**src/rtl/fetch_if.sv**
```systemverilog
// fetch_if: groups the Fetch stage's hazard, redirect, memory and Decode-side
// signals. The master modport is the Fetch stage. The slave modport is its
// environment: the hazard unit, Execute, instruction memory and Decode.
interface fetch_if;
    logic        StallF;
    logic        StallD;
    logic        FlushD;
    logic        BranchTakenE;
    logic [31:0] BranchTargetE;
    logic [31:0] PCF;
    logic [31:0] InstrF;
    logic [31:0] InstrD;
    logic [31:0] PcD;
    logic [31:0] PcPlus8D;
    logic        ValidD;
    logic [31:0] FetchCount;
    logic [31:0] StallCount;

    modport master (
        input  StallF, StallD, FlushD, BranchTakenE, BranchTargetE, InstrF,
        output PCF, InstrD, PcD, PcPlus8D, ValidD, FetchCount, StallCount
    );

    modport slave (
        output StallF, StallD, FlushD, BranchTakenE, BranchTargetE, InstrF,
        input  PCF, InstrD, PcD, PcPlus8D, ValidD, FetchCount, StallCount
    );
endinterface

```
**src/rtl/fetch_stage.sv**
```systemverilog
// fetch_stage: PC register and Fetch->Decode pipeline register of the simple
// pipelined ARM core. It honours hazard stall/flush and branch redirect from
// Execute.
// Optional performance counters are enabled with the macro FETCH_PERF_CNT_EN.
// When the macro is undefined, FetchCount and StallCount read as 0 and no
// counter flops are built.
module fetch_stage #(
    parameter logic [31:0] RESET_PC = 32'h0000_0000
) (
    input  logic   clk,
    input  logic   reset,
    fetch_if.master bus
);

    logic [31:0] pc_q,       pc_d;
    logic [31:0] instr_q,    instr_d;
    logic [31:0] pcd_q,      pcd_d;
    logic [31:0] pcplus8_q,  pcplus8_d;
    logic        valid_q,    valid_d;
    logic        load_fd;

    // Target alignment bits are architecturally ignored.
    logic unused_tgt_lsb;
    assign unused_tgt_lsb = ^bus.BranchTargetE[1:0];

    // Next PC: a redirect beats a stall, otherwise advance sequentially (mod 2^32).
    always_comb begin
        pc_d = pc_q + 32'd4;
        if (bus.BranchTakenE) begin
            pc_d = {bus.BranchTargetE[31:2], 2'b00};
        end else if (bus.StallF) begin
            pc_d = pc_q;
        end
    end

    // Next Fetch->Decode contents: a flush or redirect inserts a bubble and wins
    // over StallD. On a bubble, PcD and PcPlus8D keep their old values.
    always_comb begin
        instr_d   = instr_q;
        pcd_d     = pcd_q;
        pcplus8_d = pcplus8_q;
        valid_d   = valid_q;
        load_fd   = 1'b0;
        if (bus.FlushD || bus.BranchTakenE) begin
            instr_d = 32'h0;
            valid_d = 1'b0;
        end else if (!bus.StallD) begin
            load_fd   = 1'b1;
            instr_d   = bus.InstrF;
            pcd_d     = pc_q;
            pcplus8_d = pc_q + 32'd8;
            valid_d   = 1'b1;
        end
    end

    // PC register and Fetch->Decode register state.
    always_ff @(posedge clk or negedge reset) begin
        if (!reset) begin
            pc_q      <= RESET_PC;
            instr_q   <= 32'h0;
            pcd_q     <= 32'h0;
            pcplus8_q <= 32'h0;
            valid_q   <= 1'b0;
        end else begin
            pc_q      <= pc_d;
            instr_q   <= instr_d;
            pcd_q     <= pcd_d;
            pcplus8_q <= pcplus8_d;
            valid_q   <= valid_d;
        end
    end

    assign bus.PCF      = pc_q;
    assign bus.InstrD   = instr_q;
    assign bus.PcD      = pcd_q;
    assign bus.PcPlus8D = pcplus8_q;
    assign bus.ValidD   = valid_q;

`ifdef FETCH_PERF_CNT_EN
    function automatic logic [31:0] sat_inc(input logic [31:0] v);
        return (v == 32'hFFFF_FFFF) ? v : v + 32'd1;
    endfunction

    logic [31:0] fetch_cnt_q, fetch_cnt_d;
    logic [31:0] stall_cnt_q, stall_cnt_d;

    // Counter next state: count real loads into Decode, and count non-redirected
    // StallF cycles. Both counters saturate.
    always_comb begin
        fetch_cnt_d = fetch_cnt_q;
        stall_cnt_d = stall_cnt_q;
        if (load_fd) begin
            fetch_cnt_d = sat_inc(fetch_cnt_q);
        end
        if (bus.StallF && !bus.BranchTakenE) begin
            stall_cnt_d = sat_inc(stall_cnt_q);
        end
    end

    // Performance counter registers; only reset clears them.
    always_ff @(posedge clk or negedge reset) begin
        if (!reset) begin
            fetch_cnt_q <= 32'h0;
            stall_cnt_q <= 32'h0;
        end else begin
            fetch_cnt_q <= fetch_cnt_d;
            stall_cnt_q <= stall_cnt_d;
        end
    end

    assign bus.FetchCount = fetch_cnt_q;
    assign bus.StallCount = stall_cnt_q;
`else
    logic unused_load_fd;
    assign unused_load_fd = load_fd;

    assign bus.FetchCount = 32'h0;
    assign bus.StallCount = 32'h0;
`endif

endmodule

```
**src/flat_wrapper.sv**
```systemverilog
// flat-port wrapper written by rule: the top's interface ports become plain ports
module fetch_stage_flat 
#(
    parameter logic [31:0] RESET_PC = 32'h0000_0000
)
  (clk, reset, bus_StallF, bus_StallD, bus_FlushD, bus_BranchTakenE, bus_BranchTargetE, bus_InstrF, bus_PCF, bus_InstrD, bus_PcD, bus_PcPlus8D, bus_ValidD, bus_FetchCount, bus_StallCount);
  fetch_if bus_i ();
  input  logic clk;
  input  logic reset;
  input wire logic [$bits(bus_i.StallF)-1:0] bus_StallF;
  input wire logic [$bits(bus_i.StallD)-1:0] bus_StallD;
  input wire logic [$bits(bus_i.FlushD)-1:0] bus_FlushD;
  input wire logic [$bits(bus_i.BranchTakenE)-1:0] bus_BranchTakenE;
  input wire logic [$bits(bus_i.BranchTargetE)-1:0] bus_BranchTargetE;
  input wire logic [$bits(bus_i.InstrF)-1:0] bus_InstrF;
  output wire logic [$bits(bus_i.PCF)-1:0] bus_PCF;
  output wire logic [$bits(bus_i.InstrD)-1:0] bus_InstrD;
  output wire logic [$bits(bus_i.PcD)-1:0] bus_PcD;
  output wire logic [$bits(bus_i.PcPlus8D)-1:0] bus_PcPlus8D;
  output wire logic [$bits(bus_i.ValidD)-1:0] bus_ValidD;
  output wire logic [$bits(bus_i.FetchCount)-1:0] bus_FetchCount;
  output wire logic [$bits(bus_i.StallCount)-1:0] bus_StallCount;
  assign bus_i.StallF = bus_StallF;
  assign bus_i.StallD = bus_StallD;
  assign bus_i.FlushD = bus_FlushD;
  assign bus_i.BranchTakenE = bus_BranchTakenE;
  assign bus_i.BranchTargetE = bus_BranchTargetE;
  assign bus_i.InstrF = bus_InstrF;
  assign bus_PCF = bus_i.PCF;
  assign bus_InstrD = bus_i.InstrD;
  assign bus_PcD = bus_i.PcD;
  assign bus_PcPlus8D = bus_i.PcPlus8D;
  assign bus_ValidD = bus_i.ValidD;
  assign bus_FetchCount = bus_i.FetchCount;
  assign bus_StallCount = bus_i.StallCount;
  fetch_stage #(.RESET_PC(RESET_PC)) u_core (.clk(clk), .reset(reset), .bus(bus_i));
endmodule
```
**config.mk**
```make
export PLATFORM = sky130hd
export DESIGN_NAME = fetch_stage_flat
export DESIGN_NICKNAME = d
export VERILOG_FILES = /design/src/rtl/fetch_if.sv /design/src/rtl/fetch_stage.sv /design/src/flat_wrapper.sv
export SDC_FILE = /design/constraint.sdc
export NUM_CORES = 1
export LEC_CHECK = 0
export ABC_AREA = 1
export CAP_MARGIN = 20
export CORE_ASPECT_RATIO = 1.2
export CORE_MARGIN = 10
export CORE_UTILIZATION = 50
export CTS_CLUSTER_DIAMETER = 60
export DETAILED_ROUTE_END_ITERATION = 6
export DONT_BUFFER_PORTS = 1
export GPL_TIMING_DRIVEN = 0
export PLACE_DENSITY = 0.78
export SLEW_MARGIN = 20
export SYNTH_ARGS = -nofsm -noshare
export SYNTH_HDL_FRONTEND = slang
export SYNTH_SLANG_ARGS = --single-unit
```
**constraint.sdc**
```tcl
create_clock -name clk -period 1.5 [get_ports clk]
set_input_delay 0.075 -clock clk [delete_from_list [all_inputs] [get_ports clk]]
set_output_delay 0.075 -clock clk [all_outputs]
set_load 0.05 [all_outputs]
```
Word level (Yosys, flattened, before mapping)
Index checks and enable logic that the tools add are counted.
- reduce and logical (&&, ||, !) cells: 2
- equal/unequal tests: 2
- mux-type cells: 6
- add/sub/neg operators: 2
- bitwise gates (word level): 2
- operators by type and width (operator ; number):
    two-way mux 32 bit ; 4
    adder 32 x 3 -> 32 bit (second input constant) ; 1
    adder 32 x 4 -> 32 bit (second input constant) ; 1
    inequality test 2 x 1 -> 1 bit (second input constant) ; 2
    two-way mux 1 bit ; 2
    inverter 1 bit ; 2
    AND reduction 2 bit ; 1
    logical OR 1 bit ; 1
- output and inout port bits: 193
- word-level logic and storage cells: 19
- bits in registers: 129

Depth between registers and ports, before layout
- depth in word-level cells: 3
- depth in mapped cells: 9
- depth with buffers taken out: 9

Worst setup path before layout
Ideal clock, no wire load.
- path type: reg2reg
- start point: register u_core.pc_q[4], in the netlist u_core.bus.PCF[4]
- end point: register u_core.pcplus8_q[27], in the netlist u_core.bus.PcPlus8D[27]
- cell stages (with the launch flop): 9
- data arrival time: 1.803 ns
- buffers on the path: 0
- slack: -0.431 ns
- cells stage by stage: dfrtp_1 ha_1 nand3_1 inv_2 nand2_1 nor2_4 nand2_2 nand2_1 o211ai_2
- longest elaborated chain between the ends: 1
- RTL lines (item ; line ; RTL):
    start, declared ; fetch_stage.sv:15 ; logic [31:0] pc_q, pc_d;
    start signal, assigned ; fetch_stage.sv:65 ; pc_q <= pc_d;
    adder 32 x 4 -> 32 bit ; fetch_stage.sv:51 ; pcplus8_d = pc_q + 32'd8;
    end signal, assigned ; fetch_stage.sv:68 ; pcplus8_q <= pcplus8_d;
    end, declared ; fetch_stage.sv:18 ; logic [31:0] pcplus8_q, pcplus8_d;
No other way between the ends.
A chain may end at the register's enable or synchronous reset.

Final worst setup path
- start point: register u_core.pc_q[6], in the netlist u_core.bus.PCF[6]
- end point: register u_core.pc_q[10], in the netlist u_core.bus.PCF[10]
- longest elaborated chain between the ends: 3
- RTL lines (item ; line ; RTL):
    adder 32 x 3 -> 32 bit ; fetch_stage.sv:28 ; pc_d = pc_q + 32'd4;
    two-way mux 32 bit ; fetch_stage.sv:31 ; end else if (bus.StallF) begin
    two-way mux 32 bit ; fetch_stage.sv:29 ; if (bus.BranchTakenE) begin
No other way between the ends. The select of a mux whose other input is x is not followed.

==> flow_metrics.env <==
export IMPL_setup_slack_ns=-0.350
export IMPL_drtPass1Iterations=5
export IMPL_stdcell_area_sq_mm=0.00912
export IMPL_p_sw_share_pct=39.2
export IMPL_cts_tree="built"
export IMPL_seq_area_frac_synth_pct=45.6
export IMPL_grt_pass1_vias=6362
export IMPL_grt_overflow=0
export IMPL_cap_violations=0
export IMPL_status="complete, but fails checks"
export IMPL_postPlaceCellArea_sq_mm=0.00724
export IMPL_final_common_cell="nand2_1"
export IMPL_fill_cells=956
export IMPL_dieArea_sq_mm=0.0185
export IMPL_final_max_slew_viol_count=0
export IMPL_rsz0062_at_grt="yes"
export IMPL_drt_total_wl_um=25200
export IMPL_antenna_found_initial=0
export IMPL_cp_required_ns=1.79
export IMPL_die_y_um=147
export IMPL_p_per_area_mw_per_mm2=1310
export IMPL_die_w_um=126
export IMPL_netlist_instances=863
export IMPL_synth_seq_cells=122
export IMPL_dr_total_vias=6627
export IMPL_finalNetCount=1114
export IMPL_grt_max_degree=123
export IMPL_numCtsBuffers=17
export IMPL_leakage_nw=4.44
export IMPL_grt_pass1_wl_um=36300
export IMPL_ctsHoldBuffers=68
export IMPL_finalPower_mw=11.9
export IMPL_clkPwrFrac_pct=36.5
export IMPL_numClockSinks=122
export IMPL_critPathMaxFanout=6
export IMPL_track_usage_pct=24.8
export IMPL_power_sequential_fraction_pct=48.2
export IMPL_worstPathArrival_ns=2.14
export IMPL_netlist_top_cells_area="dfrtp_1 (46%), nand2_1 (15%), buf_4 (8.4%), nand3_1 (7.1%), inv_1 (3.6%)"
export IMPL_place_ws_ns=-0.325
export IMPL_p_int_mw=7.26
export IMPL_clk_pin_slew_ns=0.06
export IMPL_start_kind="flip-flop"
export IMPL_ys_warn_count=0
export IMPL_yosysUniqueCellTypes=32
export IMPL_period_share_pct=123
export IMPL_avgSynthCellArea_sq_um=7.76
export IMPL_routedWlPerCell_um=20.6
export IMPL_layout_drive_gt1_share_pct=26.4
export IMPL_viasPerCell=5.42
export IMPL_root_buffer="clkbuf_16"
export IMPL_synthArstFlopShare_pct=100
export IMPL_tightest_slew_ns=0.618
export IMPL_antenna_left=0
export IMPL_drtIter0Drc=640
export IMPL_ios=263
export IMPL_hold_violations=126
export IMPL_finalCriticalPeriod_ns=1.85
export IMPL_rows=46
export IMPL_netlist_area_sq_mm=0.00670
export IMPL_numPortBuffers=0
export IMPL_final_cell_mix="nand2_1 (244), buf_4 (93), dfrtp_1 (91)"
export IMPL_worstSetupPathType="reg2reg"
export IMPL_finalSetupViolations=51
export IMPL_switching_power_mw=4.67
export IMPL_cts_max_level=4
export IMPL_fin_skew_ns=0.0122
export IMPL_fin_hold_ws_ns=-0.645
export IMPL_ir_drop_uv=691
export IMPL_start_util_pct=50.8
export IMPL_comb_power_share_pct=15.3
export IMPL_core_area_sq_mm=0.0132
export IMPL_yosysTopAreaCell="dfrtp_1"
export IMPL_dp_hpwl_um=16700
export IMPL_final_core_util_pct=69.2
export IMPL_antenna_cells=0
export IMPL_failed_checks="hold timing, setup timing"
export IMPL_min_path_type="in2async"
export IMPL_synth_edf_count=0
export IMPL_yosys_area_top_type_share_pct=45.6
export IMPL_clk_latency_ns=0.42
export IMPL_ctsLongestPathBuffers=2
export IMPL_drc=0
export IMPL_max_freq_mhz=540
export IMPL_end_kind="flip-flop"
export IMPL_synth_ff_type="dfrtp_1"
export IMPL_gp_congestion=0.944
export IMPL_syn2layout_area_growth_pct=36.1
export IMPL_slew_headroom_pct=58.8
cells in the mapped netlist, types with 4 or more instances:
| cell | count |
|---|---|
| clkbuf_1 | 11 |
| nand2_2 | 14 |
| nand2_1 | 269 |
| dfrtp_1 | 122 |
| a21oi_1 | 6 |
| o21a_1 | 7 |
| nor2_1 | 63 |
| o21ai_1 | 11 |
| nand4_1 | 4 |
| o21ai_0 | 35 |
| nand3_1 | 95 |
| inv_2 | 4 |
| nor2_2 | 13 |
| o211ai_1 | 13 |
| buf_4 | 75 |
| xor2_1 | 10 |
| buf_2 | 15 |
| nor2_4 | 12 |
| inv_1 | 65 |
stage by stage:
step | instances | TNS (ns)
after floorplan | 932 | -0.240
after global placement | 1100 | -7.09
after detailed placement | 1100 | -7.69
after CTS | 1215 | -3.69
after global routing | 1223 | -11.57
final | 1223 | -8.50
worst max-delay path, cell delays in order (launching register included):
cell and delay, ns:
dfrtp_4 0.60, nand2_2 0.20, nor2_4 0.21, nand2_4 0.12, buf_6 0.13, xor2_1 0.15
o21bai_1 0.31
cell type report:
type	instances	area [sq um]	share of cell area, %
tap	168	210	2.30
multi-input combinational	638	3310	36.3
timing repair buffer	91	872	9.56
buffer	103	698	7.65
inverter	69	262	2.87
clock inverter	7	141	1.55
sequential	122	3150	34.6
clock buffer	25	475	5.21
registers in the layout (all words and copies together), names as in the netlist:
register / count
u_core.bus.PCF: 30
u_core.bus.ValidD: 1
u_core.bus.PcPlus8D: 30
u_core.bus.PcD: 29
u_core.bus.InstrD: 32
path summary, 6_finish.rpt:
kind	startpoint	to	slack (ns)	cells after the start
max	u_core.bus.PCF[6]	u_core.bus.PCF[10]	-0.35	6
min	reset	u_core.bus.PCF[7]	-0.64	0
max reg2reg	u_core.bus.PCF[6]	u_core.bus.PCF[10]	-0.35	6
min reg2reg	u_core.bus.PCF[3]	u_core.bus.PcPlus8D[3]	0.75	1
max in group asynchronous	reset	u_core.bus.PCF[12]	1.96	0
min in group clk	bus_StallF	u_core.bus.PCF[11]	-0.09	2
power groups by stage:
stage / Combinational, mW / Sequential (mW) / Clock [mW]
2_1_floorplan: 1.28 / 5.52 / 0
3_3_place_gp: 1.44 / 5.75 / 0
3_5_place_dp: 1.46 / 5.75 / 0
4_1_cts: 1.69 / 5.73 / 4.35
5_1_grt: 1.98 / 5.81 / 4.50
6_report: 1.83 / 5.75 / 4.35
cells by family (layout without fill, tap and decap cells):
kind of cell | Yosys count | after routing | share of synthesized area (%)
AND/OR/NAND/NOR | 474 | 474 | 31.2
adder cells (fa/ha/maj) | 2 | 2 | 0.373
other | 1 | 70 | 0.0560
AO/OA/AOI/OAI | 81 | 81 | 7.17
buffers and inverters | 172 | 295 | 14.2
flip-flops | 122 | 122 | 45.6
XOR/XNOR | 11 | 11 | 1.44
what timing repair did:
item	in CTS	in global routing
endpoints found under the hold margin	187	126
buffers inserted	15	8
gates resized for setup	65	56
pin swaps	14	29
endpoints found under the setup margin	45	54
routing by layer:
metal  up-vias  track usage (%)  part of all wire (%)
li1       2964                -                     -
met1      3029             26.7                    34
met2       525             41.3                    48
met3       109             10.9                    14
met4         0             10.4                   4.1
met5         -                0                     0
Note: power is estimated with default switching activity, not from simulation.
